[config.mk]
export PLATFORM = sky130hd
export DESIGN_NAME = fwd_scoreboard
export DESIGN_NICKNAME = d
export VERILOG_FILES = /design/src/rtl/kl_pipe_pkg.sv /design/src/rtl/fwd_lookup.sv /design/src/rtl/fwd_scoreboard.sv
export SDC_FILE = /design/constraint.sdc
export NUM_CORES = 1
export LEC_CHECK = 0
export BUFFER_PORTS_ARGS = -buffer_cell sky130_fd_sc_hd__buf_2
export CORE_AREA = 5 5 198 200
export CTS_BUF_LIST = sky130_fd_sc_hd__clkbuf_16
export CTS_CLUSTER_DIAMETER = 80
export DETAILED_ROUTE_END_ITERATION = 16
export DIE_AREA = 0 0 203 205
export GPL_TIMING_DRIVEN = 1
export HOLD_SLACK_MARGIN = 0.15
export PLACE_DENSITY_LB_ADDON = 0.05
export REMOVE_ABC_BUFFERS = 1
export SYNTH_ARGS = -nofsm -noshare
export SYNTH_HDL_FRONTEND = slang
export SYNTH_HIERARCHICAL = 1
export SYNTH_SLANG_ARGS = --single-unit
export TNS_END_PERCENT = 50
[constraint.sdc]
create_clock -name clk -period 11.2 [get_ports clk]
set_input_delay 2.24 -clock clk [delete_from_list [all_inputs] [get_ports clk]]
set_output_delay 2.24 -clock clk [all_outputs]
set_load 0.03 [all_outputs]
[src/rtl/kl_pipe_pkg.sv]
// Shared types and default sizes for the forwarding scoreboard.
// Per-stage control bits; num/data are held in parallel arrays.
package kl_pipe_pkg;

    localparam int DATA_W_DEF = 16;
    localparam int NREG_DEF   = 8;
    localparam int DEPTH_DEF  = 6;
    localparam int NRD_DEF    = 2;

    typedef struct packed {
        logic valid;
        logic wr;
        logic ready;
    } ent_ctl_t;

endpackage

[src/rtl/fwd_lookup.sv]
// Per-port priority lookup across the in-flight stages.
// The youngest matching writer decides the operand source.
module fwd_lookup
    import kl_pipe_pkg::*;
#(
    parameter int DATA_W = DATA_W_DEF,
    parameter int AW     = 3,
    parameter int DEPTH  = DEPTH_DEF,
    parameter int SW     = $clog2(DEPTH + 1)
) (
    input  ent_ctl_t [DEPTH-1:0]         i_ent,
    input  logic [DEPTH-1:0][AW-1:0]     i_num,
    input  logic [DEPTH-1:0][DATA_W-1:0] i_data,
    input  logic                         i_res_valid,
    input  logic [SW-1:0]                i_res_stage,
    input  logic [DATA_W-1:0]            i_res_data,
    input  logic [AW-1:0]                i_rd_num,
    input  logic [DATA_W-1:0]            i_rd_reg_data,
    output logic [DATA_W-1:0]            o_fwd_data,
    output logic                         o_hazard
);

    logic              w_hit;
    logic              w_rdy;
    logic [DATA_W-1:0] w_dat;
    logic [SW-1:0]     w_stg;

    always_comb begin
        w_hit = 1'b0;
        w_rdy = 1'b0;
        w_dat = '0;
        w_stg = '0;
        // Scan oldest to youngest so the youngest match overwrites.
        for (int k = DEPTH - 1; k >= 0; k--) begin
            if (i_ent[k].valid && i_ent[k].wr &&
                i_num[k] == i_rd_num) begin
                w_hit = 1'b1;
                w_rdy = i_ent[k].ready;
                w_dat = i_data[k];
                w_stg = SW'(k + 1);
            end
        end
    end

    always_comb begin
        o_fwd_data = i_rd_reg_data;
        o_hazard   = 1'b0;
        if (w_hit) begin
            if (w_rdy)
                o_fwd_data = w_dat;
            else if (i_res_valid && i_res_stage == w_stg)
                o_fwd_data = i_res_data;
            else
                o_hazard = 1'b1;
        end
    end

endmodule

[src/rtl/fwd_scoreboard.sv]
// In-flight result tracker with operand forwarding and in-order retire.
// Stage index 0 in the arrays is pipeline stage 1 (youngest).
module fwd_scoreboard
    import kl_pipe_pkg::*;
#(
    parameter int DATA_W = DATA_W_DEF,
    parameter int NREG   = NREG_DEF,
    parameter int DEPTH  = DEPTH_DEF,
    parameter int NRD    = NRD_DEF,
    parameter int AW     = $clog2(NREG),
    parameter int SW     = $clog2(DEPTH + 1)
) (
    input  logic                  clk,
    input  logic                  rst_n,
    input  logic                  adv,
    input  logic                  flush,
    input  logic                  iss_valid,
    input  logic                  iss_wr,
    input  logic [AW-1:0]         iss_num,
    input  logic                  res_valid,
    input  logic [SW-1:0]         res_stage,
    input  logic [DATA_W-1:0]     res_data,
    input  logic [NRD*AW-1:0]     rd_num,
    input  logic [NRD*DATA_W-1:0] rd_reg_data,
    output logic [NRD*DATA_W-1:0] fwd_data,
    output logic [NRD-1:0]        hazard,
    output logic                  stall,
    output logic                  ret_valid,
    output logic [AW-1:0]         ret_num,
    output logic [DATA_W-1:0]     ret_data,
    output logic                  ret_err
);

    ent_ctl_t [DEPTH-1:0]         r_ent;
    logic [DEPTH-1:0][AW-1:0]     r_num;
    logic [DEPTH-1:0][DATA_W-1:0] r_data;

    logic [DEPTH-1:0]             w_res_hit;
    logic [DEPTH-1:0]             w_rdy;
    logic [DEPTH-1:0][DATA_W-1:0] w_dat;

    // Each entry as it would look after this cycle's late result.
    always_comb begin
        for (int k = 0; k < DEPTH; k++) begin
            w_res_hit[k] = res_valid && res_stage == SW'(k + 1) &&
                           r_ent[k].valid && r_ent[k].wr;
            w_rdy[k]     = r_ent[k].ready | w_res_hit[k];
            w_dat[k]     = w_res_hit[k] ? res_data : r_data[k];
        end
    end

    assign ret_valid = adv & ~flush &
                       r_ent[DEPTH-1].valid & r_ent[DEPTH-1].wr;
    assign ret_num   = r_num[DEPTH-1];
    assign ret_data  = w_dat[DEPTH-1];

    always_ff @(posedge clk or negedge rst_n) begin
        if (!rst_n) begin
            r_ent  <= '0;
            r_num  <= '0;
            r_data <= '0;
        end else if (flush) begin
            r_ent  <= '0;
            r_num  <= '0;
            r_data <= '0;
        end else if (adv) begin
            for (int k = DEPTH - 1; k > 0; k--) begin
                r_ent[k].valid <= r_ent[k-1].valid;
                r_ent[k].wr    <= r_ent[k-1].wr;
                r_ent[k].ready <= w_rdy[k-1];
                r_num[k]       <= r_num[k-1];
                r_data[k]      <= w_dat[k-1];
            end
            r_ent[0].valid <= iss_valid;
            r_ent[0].wr    <= iss_wr;
            r_ent[0].ready <= 1'b0;
            r_num[0]       <= iss_num;
            r_data[0]      <= '0;
        end else begin
            for (int k = 0; k < DEPTH; k++) begin
                r_ent[k].ready <= w_rdy[k];
                r_data[k]      <= w_dat[k];
            end
        end
    end

    always_ff @(posedge clk or negedge rst_n) begin
        if (!rst_n)
            ret_err <= 1'b0;
        else if (ret_valid && !w_rdy[DEPTH-1])
            ret_err <= 1'b1;
    end

    for (genvar p = 0; p < NRD; p++) begin : g_port
        fwd_lookup #(
            .DATA_W (DATA_W),
            .AW     (AW),
            .DEPTH  (DEPTH),
            .SW     (SW)
        ) u_lookup (
            .i_ent         (r_ent),
            .i_num         (r_num),
            .i_data        (r_data),
            .i_res_valid   (res_valid),
            .i_res_stage   (res_stage),
            .i_res_data    (res_data),
            .i_rd_num      (rd_num[p*AW +: AW]),
            .i_rd_reg_data (rd_reg_data[p*DATA_W +: DATA_W]),
            .o_fwd_data    (fwd_data[p*DATA_W +: DATA_W]),
            .o_hazard      (hazard[p])
        );
    end

    assign stall = |hazard;

endmodule

Yosys cells after proc, flatten, opt, wreduce, memory -nomap -nowiden:

Index checks and enable logic that the tools add are counted.

* memory bits (read-only): 0
* RAM bits: 0
* bits in latches: 0
* bits in registers: 133
* input port bits: 67
* memories: 0

* reductions and logical operators: 42
* add/subtract/negate cells: 0
* order comparisons: 0
* equality and inequality tests: 20
* shift operators: 0
* multiply operators: 0
* bitwise logic cells: 10
* mux-type cells: 83
* divide/modulo/power cells: 0

Operators with widths (count)
* $mux 16: 24
* $mux 96: 2
* $mux 18: 3
* $eq 3x3->1: 14
* $logic_and 1x1->1: 39
* $mux 1: 36
* $mux 3: 12
* $mux 2: 6
* $eq 3x3->1 const B: 3
* $eq 3x2->1 const B: 2
* $or 1x1->1: 6
* $and 1x1->1: 3
* $eq 3x1->1 const B: 1
* $reduce_bool 2->1: 1
* $reduce_or 2->1: 1
* $logic_not 1->1: 1
* $not 1->1: 1

Logic depth before layout (Yosys ltp):

* word-level depth: 14
* mapped depth: 10

Cells and area by module:

Netlist, hierarchy kept.

By module, submodules not included
* fwd_scoreboard: instances 1, area each 6114.6 um^2, seq. area each 3328.2 um^2, cells an instance 500
* fwd_lookup: instances 2, area each 1512.7 um^2, seq. area each 0.0 um^2, cells an instance 229

Least setup slack after synthesis:

No wires, ideal clock.

* kind: input port to output port
* start point: input rd_num[4]
* end point: output stall
* cell stages on the path: 10
* data arrival time: 4.912 ns
* required time: 8.960 ns
* slack: 4.048 ns
* cells stage by stage: buf_2 -> xor2_1 -> nor4_1 -> buf_2 -> o41ai_1 -> a31oi_1 -> o41ai_4 -> a31o_2 -> a21oi_1 -> or2_2

* word-level cells in the longest chain between the ends: 14
* elaborated cells between the ends (all ways): 36
* classes of those cells: eq/ne: 7; mux: 21; reduce/logical: 8

RTL lines
* start, declared: line fwd_scoreboard.sv:23 `input logic [NRD*AW-1:0] rd_num,`
* $eq 3x3->1: line fwd_lookup.sv:36 `i_num[k] == i_rd_num) begin`
* $logic_and 1x1->1: line fwd_lookup.sv:35 `if (i_ent[k].valid && i_ent[k].wr &&`
* $mux 3 (6 in a row): line fwd_lookup.sv:35
* $eq 3x3->1: line fwd_lookup.sv:51 `else if (i_res_valid && i_res_stage == w_stg)`
* $logic_and 1x1->1: line fwd_lookup.sv:51
* $mux 1: line fwd_lookup.sv:51
* $mux 1: line fwd_lookup.sv:49 `if (w_rdy)`
* $mux 1 *: line fwd_lookup.sv:48 `if (w_hit) begin`
* named net hazard[1]: line fwd_scoreboard.sv:26 `output logic [NRD-1:0] hazard,`
* $reduce_or 2->1 *: line fwd_scoreboard.sv:114 `assign stall = |hazard;`
* end, declared: line fwd_scoreboard.sv:27 `output logic stall,`

The timed path passes the listed nets; every way through them passes the cells marked *.

Worst setup path in the final report:

* start point: input rd_num[2]
* end point: output stall

* word-level cells in the longest chain between the ends: 14
* elaborated cells between the ends (all ways): 36
* classes of those cells: eq/ne: 7; mux: 21; reduce/logical: 8

RTL lines (line)
* $eq 3x3->1: fwd_lookup.sv:36
* $logic_and 1x1->1: fwd_lookup.sv:35
* $mux 3 (6 in a row): fwd_lookup.sv:35
* $eq 3x3->1: fwd_lookup.sv:51
* $logic_and 1x1->1: fwd_lookup.sv:51
* $mux 1: fwd_lookup.sv:51
* $mux 1: fwd_lookup.sv:49
* $mux 1 *: fwd_lookup.sv:48
* $reduce_or 2->1 *: fwd_scoreboard.sv:114

Mark *: on every way between the ends. The rest lies on a longest branch, timed or not.

==> impl_metrics.json <==
{
  "cts_resized": 0,
  "cts.clk_slew.worst_paths_ns": 0.06,
  "grt_pass1_vias": 8919,
  "clkLatencyLatePin_ns": 0.45,
  "worst_clock_skew_ns": 0.01875,
  "areaGrowthSynthToFinish_pct": 16.62,
  "maxCapViolations": 0,
  "die-width_um": 203,
  "fp.dieH_um": 205,
  "postCtsSetupBuffers": 0,
  "cts.htree.levels": 4,
  "hp-class": "flop to flop",
  "crit_start": "rd_num[2]",
  "clockBufferDepth": 2,
  "dieArea_sq_um": 41620,
  "grt_antenna_before_repair": 0,
  "grt_max_degree": 70,
  "synth_edf_count": 0,
  "endpoint": "stall",
  "dpl-instance-area_sq_um": 10080,
  "rrSetupSlack_ns": 8.59,
  "drt_iter0_drc": 904,
  "stdcell_area_sq_um": 10660,
  "postRouteAntennaNets": 0,
  "p_per_area_nw_per_um2": 114.4,
  "finish.net_count": 1088,
  "routabilityCongestion": 0.7774,
  "routed_wl_mm": 43.01,
  "port_buffers": 122,
  "maxSlewViolCount": 0,
  "synth-seq-area-share_pct": 36.41,
  "power_w": 0.001219,
  "r2r_start": "r_ent[10]",
  "ys_ff_latch": 133,
  "num_antenna_cells": 0,
  "cts_hold_buf": 0,
  "crit_path_max_fanout": 20,
  "status": "complete, no violations",
  "core-area_sq_um": 37220,
  "post_drt_wl_per_cell_um": 28.54,
  "grt_usage_pct": 20.40,
  "rsz0062_at_grt": "no",
  "async_reset_ff_share_pct": 100.0,
  "yosys.area.top_type_share_pct": 36.41,
  "grt_overflow": 0,
  "drive_gt1_share_pct": 23.23,
  "arrival_ns": 5.99,
  "ys.flop_type": "dfrtp_1",
  "yosys.area.top_type": "dfrtp_1",
  "finalCriticalPeriod_ns": 8.226,
  "vias": 8808,
  "critPathCaptureType": "output port",
  "finalCritPeriodShare_pct": 73.45,
  "rows": 71,
  "syn_area_sq_um": 9140,
  "remaining_drc_errors": 0,
  "pin_count": 123,
  "tns_ns": 0,
  "fmax_mhz": 121.6,
  "required_ns": 8.96,
  "worst-r2r-cell-count": 5,
  "cp_slowest_cell": "or4_1",
  "holdWs_ns": 0.4469,
  "setup_viol": 0,
  "synth_cells": 958,
  "hold_viol_final": 0,
  "slew_headroom_pct": 20.24,
  "crit_type": "primary input to output port",
  "start_util_pct": 24.56,
  "ys_top_cells_by_count": "dfrtp_1, nor2_1, mux2i_1",
  "ys_warn_count": 6,
  "drt_first_pass_iters": 6,
  "tightest_slew_ns": 1.195,
  "yosysUniqueCellTypes": 62,
  "cpMostUsedCell": "buf_2",
  "synthTopCellsByArea": "dfrtp_1, mux2i_1, a21oi_1, nor2_1, xor2_1",
  "via_per_inst": 5.845,
  "cts_tree": "done",
  "reg2reg_to": "r_data[50]",
  "yosysMostFrequentCell": "dfrtp_1",
  "cts.sinks": 133,
  "crit_path_cell_trace": "buf_2 > xor2_1 > or4_1 > a311oi_2 > xnor2_1 > o41a_1 > o21ai_0 > a21oi_1 > or2_2 > buf_2",
  "avgSynthCellArea_sq_um": 9.541,
  "irDropWorstVdd_mv": 0.09043,
  "numCtsBuffers": 17,
  "critPathMaxStageDelay_ns": 1.05,
  "leakagePower_nw": 4.569,
  "cts-root-buf": "clkbuf_16",
  "grt_first_pass_wirelength_mm": 62.94,
  "dp_hpwl_mm": 26.95,
  "start_kind": "primary input"
}
layout by cell type, fill, tap and decap left out, types with 23 or more instances in the layout:
| master | Yosys | layout |
|---|---|---|
| a41oi_1 | 32 | 32 |
| nand2_1 | 31 | 31 |
| buf_4 | 8 | 23 |
| o221ai_1 | 32 | 32 |
| xor2_1 | 36 | 36 |
| o22ai_1 | 50 | 50 |
| a211oi_1 | 37 | 37 |
| a222oi_1 | 28 | 28 |
| o21ai_0 | 38 | 36 |
| dfrtp_1 | 133 | 133 |
| mux2i_1 | 94 | 94 |
| a22oi_1 | 30 | 30 |
| buf_2 | 22 | 120 |
| a21oi_1 | 81 | 81 |
| nor2_1 | 97 | 92 |
per-stage QoR:
step / utilization [%] / setup WS [ns] / instances
floorplan: - / 2.517 / 858
detailed placement: 27.07 / 3.012 / 1476
global placement: 27.07 / 3.062 / 1476
finish: 28.64 / 2.974 / 1507
CTS: 28.64 / 2.971 / 1507
global route: 28.64 / 2.752 / 1507
sequential cells by signal, summed over array words and instances, names as in the netlist:
signal,count
r_data,96
r_ent,18
r_num,15
ret_err,1
ret_num,3
layer usage:
metal	vias up	track usage [%]	part of all wire [%]
li1	3912	-	-
met3	40	4.290	6.1
met2	332	30.61	44
met1	4524	29.76	48
met5	-	0	0
met4	0	5.407	2.0
cell type report:
class / instances / area (sq um)
clock inverters: 14 / 156.4
well taps: 474 / 593.1
repair buffers: 144 / 784.5
inverters: 4 / 15.01
fillers: 3944 / 26560
multi-input cells: 721 / 5356
clock buffers: 17 / 425.4
flip-flops and latches: 133 / 3328
kinds of logic after synthesis:
| kind of cell | after synthesis | share of synthesized area [%] |
|---|---|---|
| AND/OR/NAND/NOR | 203 | 11.50 |
| flip-flops | 133 | 36.41 |
| XOR/XNOR | 38 | 3.641 |
| buffers and inverters | 104 | 6.215 |
| AO/OA/AOI/OAI | 370 | 29.64 |
| multiplexers | 110 | 12.59 |
power by group:
part	total [W]	switching (W)	internal, W	leakage [nW]
Sequential	0.000499	0.0000105	0.000489	1.84
Combinational	0.000140	0.000101	0.0000393	2.46
Clock	0.000579	0.000250	0.000329	0.278
how the worst min path moves through the flow:
stage / from / endpoint / slack [ns] / cells past startpoint
after detailed placement: ret_err / ret_err / 0.44 / 1
final: ret_err / ret_err / 0.45 / 1
after global placement: ret_err / ret_err / 0.43 / 1
after floorplan: r_ent[0] / r_ent[0] / 0.51 / 2
after global routing: ret_err / ret_err / 0.46 / 1
after CTS: ret_err / ret_err / 0.45 / 1
critical path, delay by kind of cell:
| kind | cells | cell delay [ns] |
|---|---|---|
| buffers and inverters | 2 | 0.36 |
| AO/OA/AOI/OAI | 4 | 1.73 |
| AND/OR/NAND/NOR | 2 | 1.20 |
| XOR/XNOR | 2 | 0.44 |
(Power assumes the default switching activity.)
